--- config.mk ---
export PLATFORM = sky130hd
export DESIGN_NAME = ibex_secure_result_decrypt
export DESIGN_NICKNAME = d
export VERILOG_FILES = /design/src/rtl/ibex_secure_result_decrypt_pkg.sv /design/src/rtl/aes128_cipher.sv /design/src/rtl/ibex_secure_dec_fifo.sv /design/src/rtl/ibex_secure_result_decrypt.sv
export SDC_FILE = /design/constraint.sdc
export NUM_CORES = 1
export LEC_CHECK = 0
export CORE_ASPECT_RATIO = 0.9
export CORE_MARGIN = 2
export CORE_UTILIZATION = 63
export DETAILED_ROUTE_END_ITERATION = 10
export PLACE_DENSITY = 0.84
export SETUP_SLACK_MARGIN = 0.4
export SYNTH_ARGS = -nofsm -noshare
export SYNTH_HDL_FRONTEND = slang
export SYNTH_HIERARCHICAL = 1
export SYNTH_SLANG_ARGS = --single-unit
--- constraint.sdc ---
create_clock -name clk_i -period 6.5 [get_ports clk_i]
set_input_delay 1.625 -clock clk_i [delete_from_list [all_inputs] [get_ports clk_i]]
set_output_delay 1.625 -clock clk_i [all_outputs]
set_load 0.02 [all_outputs]
--- src/rtl/ibex_secure_result_decrypt_pkg.sv ---
// Shared types for the secure result decrypt path: FSM states and the tagged result record.
package ibex_secure_result_decrypt_pkg;

  localparam int SecTagW = 5;
  localparam int SecResW = 32 + SecTagW;

  typedef enum logic [1:0] {IDLE, WAIT, HOLD, DRAIN} secure_dec_state_e;

  typedef struct packed {
    logic [31:0]        data;
    logic [SecTagW-1:0] tag;
  } sec_res_t;

endpackage

--- src/rtl/aes128_cipher.sv ---
// Latency-accurate behavioural model of the AES-128 core: keyed invertible transform on the low word,
// delivered Latency cycles after valid_i is sampled.
module aes128_cipher #(
  parameter int Latency = 10
) (
  input  logic         clk_i,
  input  logic         rst_ni,
  input  logic         valid_i,
  input  logic         decrypt_i,
  input  logic [127:0] key_i,
  input  logic [127:0] data_i,
  output logic         valid_o,
  output logic [127:0] data_o
);

  function automatic logic [31:0] lane(input logic dec, input logic [63:0] k, input logic [31:0] d);
    logic [31:0] t;
    if (dec) begin
      t = d - k[63:32];
      return {t[4:0], t[31:5]} ^ k[31:0];
    end
    t = d ^ k[31:0];
    return {t[26:0], t[31:27]} + k[63:32];
  endfunction

  logic [Latency-1:0] vld;
  logic [127:0]       dat [Latency];

  always_ff @(posedge clk_i or negedge rst_ni) begin
    if (!rst_ni) begin
      vld <= '0;
      for (int i = 0; i < Latency; i++) dat[i] <= '0;
    end else begin
      vld[0] <= valid_i;
      dat[0] <= {data_i[127:32] ^ key_i[127:32], lane(decrypt_i, key_i[63:0], data_i[31:0])};
      for (int i = 1; i < Latency; i++) begin
        vld[i] <= vld[i-1];
        dat[i] <= dat[i-1];
      end
    end
  end

  assign valid_o = vld[Latency-1];
  assign data_o  = dat[Latency-1];

endmodule

--- src/rtl/ibex_secure_dec_fifo.sv ---
// Tagged-result input buffer with synchronous flush; push+pop on a full buffer keeps the count.
module ibex_secure_dec_fifo
  import ibex_secure_result_decrypt_pkg::*;
#(
  parameter int Depth = 2
) (
  input  logic               clk_i,
  input  logic               rst_ni,
  input  logic               flush_i,
  input  logic               push_i,
  input  logic [SecResW-1:0] data_i,
  input  logic               pop_i,
  output logic [SecResW-1:0] data_o,
  output logic               full_o,
  output logic               empty_o
);

  localparam int PtrW = $clog2(Depth);

  logic [SecResW-1:0] mem [Depth];
  logic [PtrW-1:0]    wptr, rptr;
  logic [PtrW:0]      count;
  logic               do_push, do_pop;

  assign full_o  = (count == (PtrW+1)'(Depth));
  assign empty_o = (count == '0);
  assign do_pop  = pop_i && !empty_o;
  assign do_push = push_i && (!full_o || do_pop);
  assign data_o  = mem[rptr];

  always_ff @(posedge clk_i) begin
    if (do_push && !flush_i) mem[wptr] <= data_i;
  end

  always_ff @(posedge clk_i or negedge rst_ni) begin
    if (!rst_ni) begin
      wptr  <= '0;
      rptr  <= '0;
      count <= '0;
    end else if (flush_i) begin
      wptr  <= '0;
      rptr  <= '0;
      count <= '0;
    end else begin
      if (do_push) wptr <= wptr + 1'b1;
      if (do_pop)  rptr <= rptr + 1'b1;
      count <= count + (PtrW+1)'(do_push) - (PtrW+1)'(do_pop);
    end
  end

endmodule

--- src/rtl/ibex_secure_result_decrypt.sv ---
// Decrypts tagged secure-ALU results in order and hands plaintext to writeback.
// Optional watchdog on the AES wait: define IBEX_SECURE_DEC_TIMEOUT_EN.
module ibex_secure_result_decrypt
  import ibex_secure_result_decrypt_pkg::*;
#(
  parameter bit EnableCrypto  = 1'b1,
  parameter int FifoDepth     = 2,
  parameter int TimeoutCycles = 32,
  parameter int AesLatency    = 10
) (
  input  logic               clk_i,
  input  logic               rst_ni,
  input  logic [127:0]       aes_key_i,
  input  logic               aes_key_valid_i,
  input  logic               flush_i,
  input  logic               in_valid_i,
  output logic               in_ready_o,
  input  logic [31:0]        in_data_i,
  input  logic [SecTagW-1:0] in_tag_i,
  output logic               out_valid_o,
  input  logic               out_ready_i,
  output logic [31:0]        out_data_o,
  output logic [SecTagW-1:0] out_tag_o,
  output logic               out_err_o,
  output logic               busy_o
);

  secure_dec_state_e  state;
  sec_res_t           work, fifo_head;
  logic [SecResW-1:0] fifo_head_raw;
  logic               fifo_full, fifo_empty, fifo_push, fifo_pop;
  logic               err, out_valid, aes_start, aes_done, key_lost, drain_pend;
  logic [127:0]       aes_out;
  logic [31:0]        aes_plain;
  logic [95:0]        unused_aes;

  assign fifo_push = in_valid_i && !fifo_full && !flush_i;
  assign fifo_pop  = (state == IDLE) && !fifo_empty && !flush_i;
  assign fifo_head = sec_res_t'(fifo_head_raw);

  ibex_secure_dec_fifo #(.Depth(FifoDepth)) u_fifo (
    .clk_i   (clk_i),
    .rst_ni  (rst_ni),
    .flush_i (flush_i),
    .push_i  (fifo_push),
    .data_i  ({in_data_i, in_tag_i}),
    .pop_i   (fifo_pop),
    .data_o  (fifo_head_raw),
    .full_o  (fifo_full),
    .empty_o (fifo_empty)
  );

  generate
    if (EnableCrypto) begin : g_aes
      aes128_cipher #(.Latency(AesLatency)) u_aes (
        .clk_i     (clk_i),
        .rst_ni    (rst_ni),
        .valid_i   (aes_start),
        .decrypt_i (1'b1),
        .key_i     (aes_key_i),
        .data_i    ({96'd0, work.data}),
        .valid_o   (aes_done),
        .data_o    (aes_out)
      );
    end else begin : g_bypass
      assign aes_done = 1'b0;
      assign aes_out  = '0;
    end
  endgenerate

  assign aes_plain  = aes_out[31:0];
  assign unused_aes = aes_out[127:32];

`ifdef IBEX_SECURE_DEC_TIMEOUT_EN
  localparam int TmoW = $clog2(TimeoutCycles + 1);
  logic [TmoW-1:0] tmo_cnt;
`else
  assign drain_pend = 1'b0;
`endif

  always_ff @(posedge clk_i or negedge rst_ni) begin
    if (!rst_ni) begin
      state     <= IDLE;
      work      <= '0;
      err       <= 1'b0;
      out_valid <= 1'b0;
      aes_start <= 1'b0;
      key_lost  <= 1'b0;
`ifdef IBEX_SECURE_DEC_TIMEOUT_EN
      tmo_cnt    <= '0;
      drain_pend <= 1'b0;
`endif
    end else begin
      aes_start <= 1'b0;
`ifdef IBEX_SECURE_DEC_TIMEOUT_EN
      if (aes_done) drain_pend <= 1'b0;
`endif
      case (state)
        IDLE: if (fifo_pop) begin
          work     <= fifo_head;
          err      <= 1'b0;
          key_lost <= 1'b0;
          if (!EnableCrypto) begin
            out_valid <= 1'b1;
            state     <= HOLD;
          end else if (aes_key_valid_i) begin
            aes_start <= 1'b1;
            state     <= WAIT;
`ifdef IBEX_SECURE_DEC_TIMEOUT_EN
            tmo_cnt   <= '0;
`endif
          end else begin
            work.data <= '0;
            err       <= 1'b1;
            out_valid <= 1'b1;
            state     <= HOLD;
          end
        end
        WAIT: begin
          if (flush_i) begin
            state <= aes_done ? IDLE : DRAIN;
          end else if (aes_done) begin
            // A key drop anywhere in the wait, including this cycle, poisons the entry.
            work.data <= (key_lost || !aes_key_valid_i) ? 32'd0 : aes_plain;
            err       <= key_lost || !aes_key_valid_i;
            out_valid <= 1'b1;
            state     <= HOLD;
`ifdef IBEX_SECURE_DEC_TIMEOUT_EN
          end else if (tmo_cnt == TmoW'(TimeoutCycles - 1)) begin
            work.data  <= '0;
            err        <= 1'b1;
            out_valid  <= 1'b1;
            drain_pend <= 1'b1;
            state      <= HOLD;
          end else begin
            tmo_cnt  <= tmo_cnt + 1'b1;
            key_lost <= key_lost || !aes_key_valid_i;
          end
`else
          end else begin
            key_lost <= key_lost || !aes_key_valid_i;
          end
`endif
        end
        HOLD: if (flush_i || out_ready_i) begin
          out_valid <= 1'b0;
          state     <= (drain_pend && !aes_done) ? DRAIN : IDLE;
        end
        DRAIN: if (aes_done) state <= IDLE;
        default: state <= IDLE;
      endcase
    end
  end

  assign in_ready_o  = !fifo_full;
  assign out_valid_o = out_valid;
  assign out_data_o  = work.data;
  assign out_tag_o   = work.tag;
  assign out_err_o   = err;
  assign busy_o      = (state != IDLE) || !fifo_empty;

endmodule
## Word level (Yosys, flattened, before mapping)

Memory sizes are Yosys's and may differ from the RTL's.
Cells that the tools add are included.

- Output and inout bits: 41
- Memories: 1
- Bits of input ports: 171
- Bits in writable memories: 74
- Flip-flop bits (word level): 377
- Word-level logic and storage cells: 106

Memories:

| memory | depth | bits a word | rd ports | clocked after Yosys merged registers in | wr ports | RTL line | RTL |
|---|---|---|---|---|---|---|---|
| u_fifo.mem | 2 | 37 | 1 | 0 | 1 | ibex_secure_dec_fifo.sv:20 | `logic [SecResW-1:0] mem [Depth];` |

- Bitwise gates (word level): 1
- Add/sub/neg operators: 5
- Equal/unequal tests: 12
- Reductions and logical operators: 27
- Multiplexer cells: 39

Operators with widths:

| cell | number |
|---|---|
| $mux W32 | 4 |
| $pmux W32 S2 | 1 |
| $mux W37 | 1 |
| $sub A32 B32 Y32 | 1 |
| $xor A32 B32 Y32 | 1 |
| $mux W1 | 21 |
| $mux W2 | 8 |
| $reduce_and A4 Y1 | 3 |
| $ne A2 B2 Y1 const B | 4 |
| $pmux W2 S4 | 1 |
| $reduce_bool A2 Y1 | 4 |
| $logic_and A1 B1 Y1 | 7 |
| $eq A2 B2 Y1 const B | 3 |
| $ne A2 B1 Y1 const B | 3 |
| $reduce_and A6 Y1 | 1 |
| $logic_not A1 Y1 | 4 |
| $logic_not A2 Y1 | 2 |
| $logic_or A1 B1 Y1 | 4 |
| $pmux W1 S2 | 2 |
| $ne A3 B2 Y1 const B | 1 |
| $pmux W1 S3 | 1 |
| $reduce_bool A3 Y1 | 1 |
| $add A1 B1 Y1 const B | 2 |
| $add A2 B1 Y2 | 1 |
| 3 further kinds | 3 |

## Logic depth before layout (Yosys ltp)

- Word-level depth: 10
- Mapped depth: 13
- Depth with buffers taken out: 13

## Hierarchy

Netlist, hierarchy kept.

Modules (own cells, without submodules):

| module | seq. area each (um2) | cells an instance | area an instance (um2) | times used |
|---|---|---|---|---|
| aes128_cipher | 32,281.0 | 2,126 | 38,321.8 | 1 |
| ibex_secure_dec_fifo | 2,322.2 | 144 | 2,942.8 | 1 |
| ibex_secure_result_decrypt | 1,076.0 | 165 | 2,285.9 | 1 |

## Worst setup path before layout

Ideal clock, no wire load.

- Path type: input to register
- From: input flush_i
- To: memory u_fifo/mem[1][0] (netlist name) (enable)
- Data arrival time: 5.234 ns
- Path buffers: 1
- Cell stages on the path: 4
- Data required time: 6.015 ns
- Path slack: 0.781 ns
- Setup time: 0.485 ns
- Cell sequence: buf_2 nor3b_1 o21ai_2 nor3b_1

- Elaborated cells between the ends (all ways): 9
- Classes of those cells: mux: 2; reduce/logical: 7

RTL lines:

| what | RTL line | RTL |
|---|---|---|
| start: declaration | ibex_secure_result_decrypt.sv:15 | `input logic flush_i,` |
| $logic_not A1 Y1 | ibex_secure_result_decrypt.sv:37 | `assign fifo_push = in_valid_i && !fifo_full && !flush_i;` |
| $logic_and A1 B1 Y1 | ibex_secure_result_decrypt.sv:37 |  |
| named net fifo_push | ibex_secure_result_decrypt.sv:31 | `logic fifo_full, fifo_empty, fifo_push, fifo_pop;` |
| $logic_and A1 B1 Y1 | ibex_secure_dec_fifo.sv:28 | `assign do_push = push_i && (!full_o \|\| do_pop);` |
| $logic_and A1 B1 Y1 | ibex_secure_dec_fifo.sv:32 | `if (do_push && !flush_i) mem[wptr] <= data_i;` |
| $mux W1 | ibex_secure_dec_fifo.sv:32 |  |
| $mux W1 (implied by the code) | ibex_secure_dec_fifo.sv:32 |  |
| end: declaration | ibex_secure_dec_fifo.sv:20 |  |

The timed path passes the listed nets, and every way through them passes these cells.

## Worst setup path after layout

- From: input aes_key_i[38]
- To: register g_aes.u_aes/dat[1176] (netlist name)

- Cells in the longest elaborated chain, start to end: 2

Ends and longest elaborated chain:

| what | RTL line | RTL |
|---|---|---|
| start: declaration | ibex_secure_result_decrypt.sv:13 | `input logic [127:0] aes_key_i,` |
| $sub A32 B32 Y32 | aes128_cipher.sv:19 | `t = d - k[63:32];` |
| $xor A32 B32 Y32 | aes128_cipher.sv:20 | `return {t[4:0], t[31:5]} ^ k[31:0];` |
| end signal: indexed assignment | aes128_cipher.sv:38 | `dat[i] <= dat[i-1];` |
| end: declaration | aes128_cipher.sv:27 | `logic [127:0] dat [Latency];` |

Every way passes these cells.
A chain may end at the register's enable or synchronous reset.

==> run metrics <==
initial antenna violation count 1; vias in the first global route around 11k; Chip Height around 160 microns; clock skew 0.02628 ns; crit share post-route 67.51%; status finished clean; Clock transition at path regs ~0.06 ns; die width around 180 microns; Iter 0 DRT Violations between 900 and 1k; fill cell count 1,667; Antenna Cells 0; largest net degree at the start of global routing 170; Fin. Hold Viols 0; Syn Area/Cell 14.01 sq um; Crit Path Max Fanout 6; RSZ-0062 raised after global routing no; final wirelength around 43 mm; CORE AREA around 28,000 sq um; CTS Buf Count 42; Initial Utilization between 60 and 70%; Via Count 10.86k; fin cells about 1.8k; Synth Warn # 6; Least-Margin Pin Slew between 1 and 1.5 ns; HP Class flop to flop; number of detailed-route iterations in the first pass 7; global-route wire length before repair about 67 mm; max layer used met5; CP max-delay cell clkdlybuf4s50_1; Top Family by Delay on Critical Path compound AO/OA/AOI/OAI gates; routed wl met3 3.696 mm; Root Buffer clkbuf_16; Setup violations, final 0; met1 WL 17.55 mm; wire per inst about 24 microns; number of port buffers around 150; grt ovf 0; CP Class input port to flop; Post-layout nets about 1.7k; crit-path cells clkdlybuf4s50_1, inv_1, ha_1, a2111o_1, o21ai_1, a211oi_1, o211a_1, a21oi_1, nand2b_1, nand3_1, o211a_1; drt drc 0; gpl congestion roughly 0.89; die area 29,880 sq um; TritonCTS clock tree done; clk_lat worst skew 0.56 ns; CP peak stage delay 0.53 ns; WP data required 6.92 ns; Cells after Synth 1,282; Post-CTS Resized 0; CTS Buffer Depth 3; Crit. End Element flop; Final Max Slew Viols 0; CP Data Arrival Time between 4 and 5 ns; antenna viol nets, final 0; maxcap violations 0; row cnt 58; clock sinks 451; crit-path most repeated cell o211a_1; DP Wirelength about 28 mm; met2 WL about 21 mm; Leakage ~9.2 nW; pwr dens ~370 nW/um^2; Ports ~210; maximum vdd ir drop 207.3 uV; Global Route Usage Sum 30.06%; CP Buf/Inv Count 2; cts hold-fix bufs 0; detail-routed via count per cell about 6; layout cells sized above 1 between 10% and 20%; relative slew slack around 26%; Fmax achieved ~230 MHz; Placed Instances roughly 1.7k; htree depth 2; postcts setup bufs 0; setup TNS 0 ns; Startpoint Class input port; crit path time final between 4 and 5 ns; Post-Synthesis Cell Area approximately 18,000 sq um; Area growth syn-to-layout 16.77%
## where the power goes
group	internal, mW	switching [mW]
combinational	0.610	0.773
clock	1.35	1.05
sequential	3.64	0.368
total	5.60	2.19
## metal layers
layer | global-route usage [%] | vias to the layer above
met5 | 0 | -
met4 | 11.55 | 2
met3 | 6.519 | 118
met2 | 48.31 | 492
met1 | 40.91 | 5487
li1 | - | 4763
## layout by cell type, fill, tap and decap left out, types with 5 or more instances in the layout
master / instances
clkdlybuf4s50_1: 146
mux2_4: 30
clkbuf_16: 43
o21a_1: 10
nor3_1: 6
nand2_1: 51
mux2_2: 25
nand3_1: 17
o21bai_1: 7
o211ai_1: 6
clkbuf_1: 13
and3_1: 5
a31oi_1: 6
nand2b_1: 13
o21ai_1: 6
nor2_1: 57
xnor2_1: 61
a32o_1: 32
clkbuf_8: 10
dfrtp_1: 377
nand4_1: 6
inv_1: 52
a21oi_1: 82
xor2_1: 60
mux2i_1: 5
o21ai_0: 29
edfxtp_1: 74
mux2_1: 22
nor2b_1: 14
a211o_1: 6
ha_1: 66
buf_4: 13
a21o_1: 20
## stage by stage
| step | util, % | total power [mW] | cell area, sq um | setup slack (ns) | hold WS (ns) |
|---|---|---|---|---|---|
| global route | 74.88 | 8.128 | 20980 | 2.069 | 0.3373 |
| CTS | 74.88 | 7.817 | 20980 | 2.200 | 0.3316 |
| global placement | 70.01 | 5.234 | 19610 | 1.693 | 0.3312 |
| floorplan | - | 4.836 | 17970 | 0.7807 | 0.3312 |
| finish | 74.88 | 7.785 | 20980 | 2.112 | 0.3343 |
| detailed placement | 70.01 | 5.354 | 19610 | 1.656 | 0.3347 |
## layout make-up
class	count	area, sq um	share of cell area [%]
clock inverter	10	102.6	0.4891
timing repair buffer	161	1594	7.600
clock buffer	66	1262	6.019
inverter	52	195.2	0.9306
sequential	451	11660	55.57
multi-input combinational	716	5714	27.24
tap	360	450.4	2.147
## sequential cells by signal (all words and copies together), names as in the netlist, 2 cells and up
register / count
out_tag_o: 5
out_data_o: 32
g_aes.u_aes/dat: 288
u_fifo/mem: 74
u_fifo/count: 2
state: 2
g_aes.u_aes/vld: 10
g_aes.u_aes/data_o: 32
## path summary, 6_finish.rpt
path / start / slack (ns) / cells past startpoint / to
worst min register to register: g_aes.u_aes/dat[130] / 0.33 / 0 / g_aes.u_aes/data_o[2]
worst max register to register: out_data_o[6] / 3.17 / 9 / g_aes.u_aes/dat[1176]
worst max-delay path: aes_key_i[38] / 2.11 / 11 / g_aes.u_aes/dat[1176]
max in group asynchronous: rst_ni / 3.87 / 2 / g_aes.u_aes/dat[1164]
worst min-delay path: g_aes.u_aes/dat[130] / 0.33 / 0 / g_aes.u_aes/data_o[2]
min in group asynchronous: rst_ni / 1.10 / 1 / out_tag_o[3]
(Power assumes the default switching activity.)
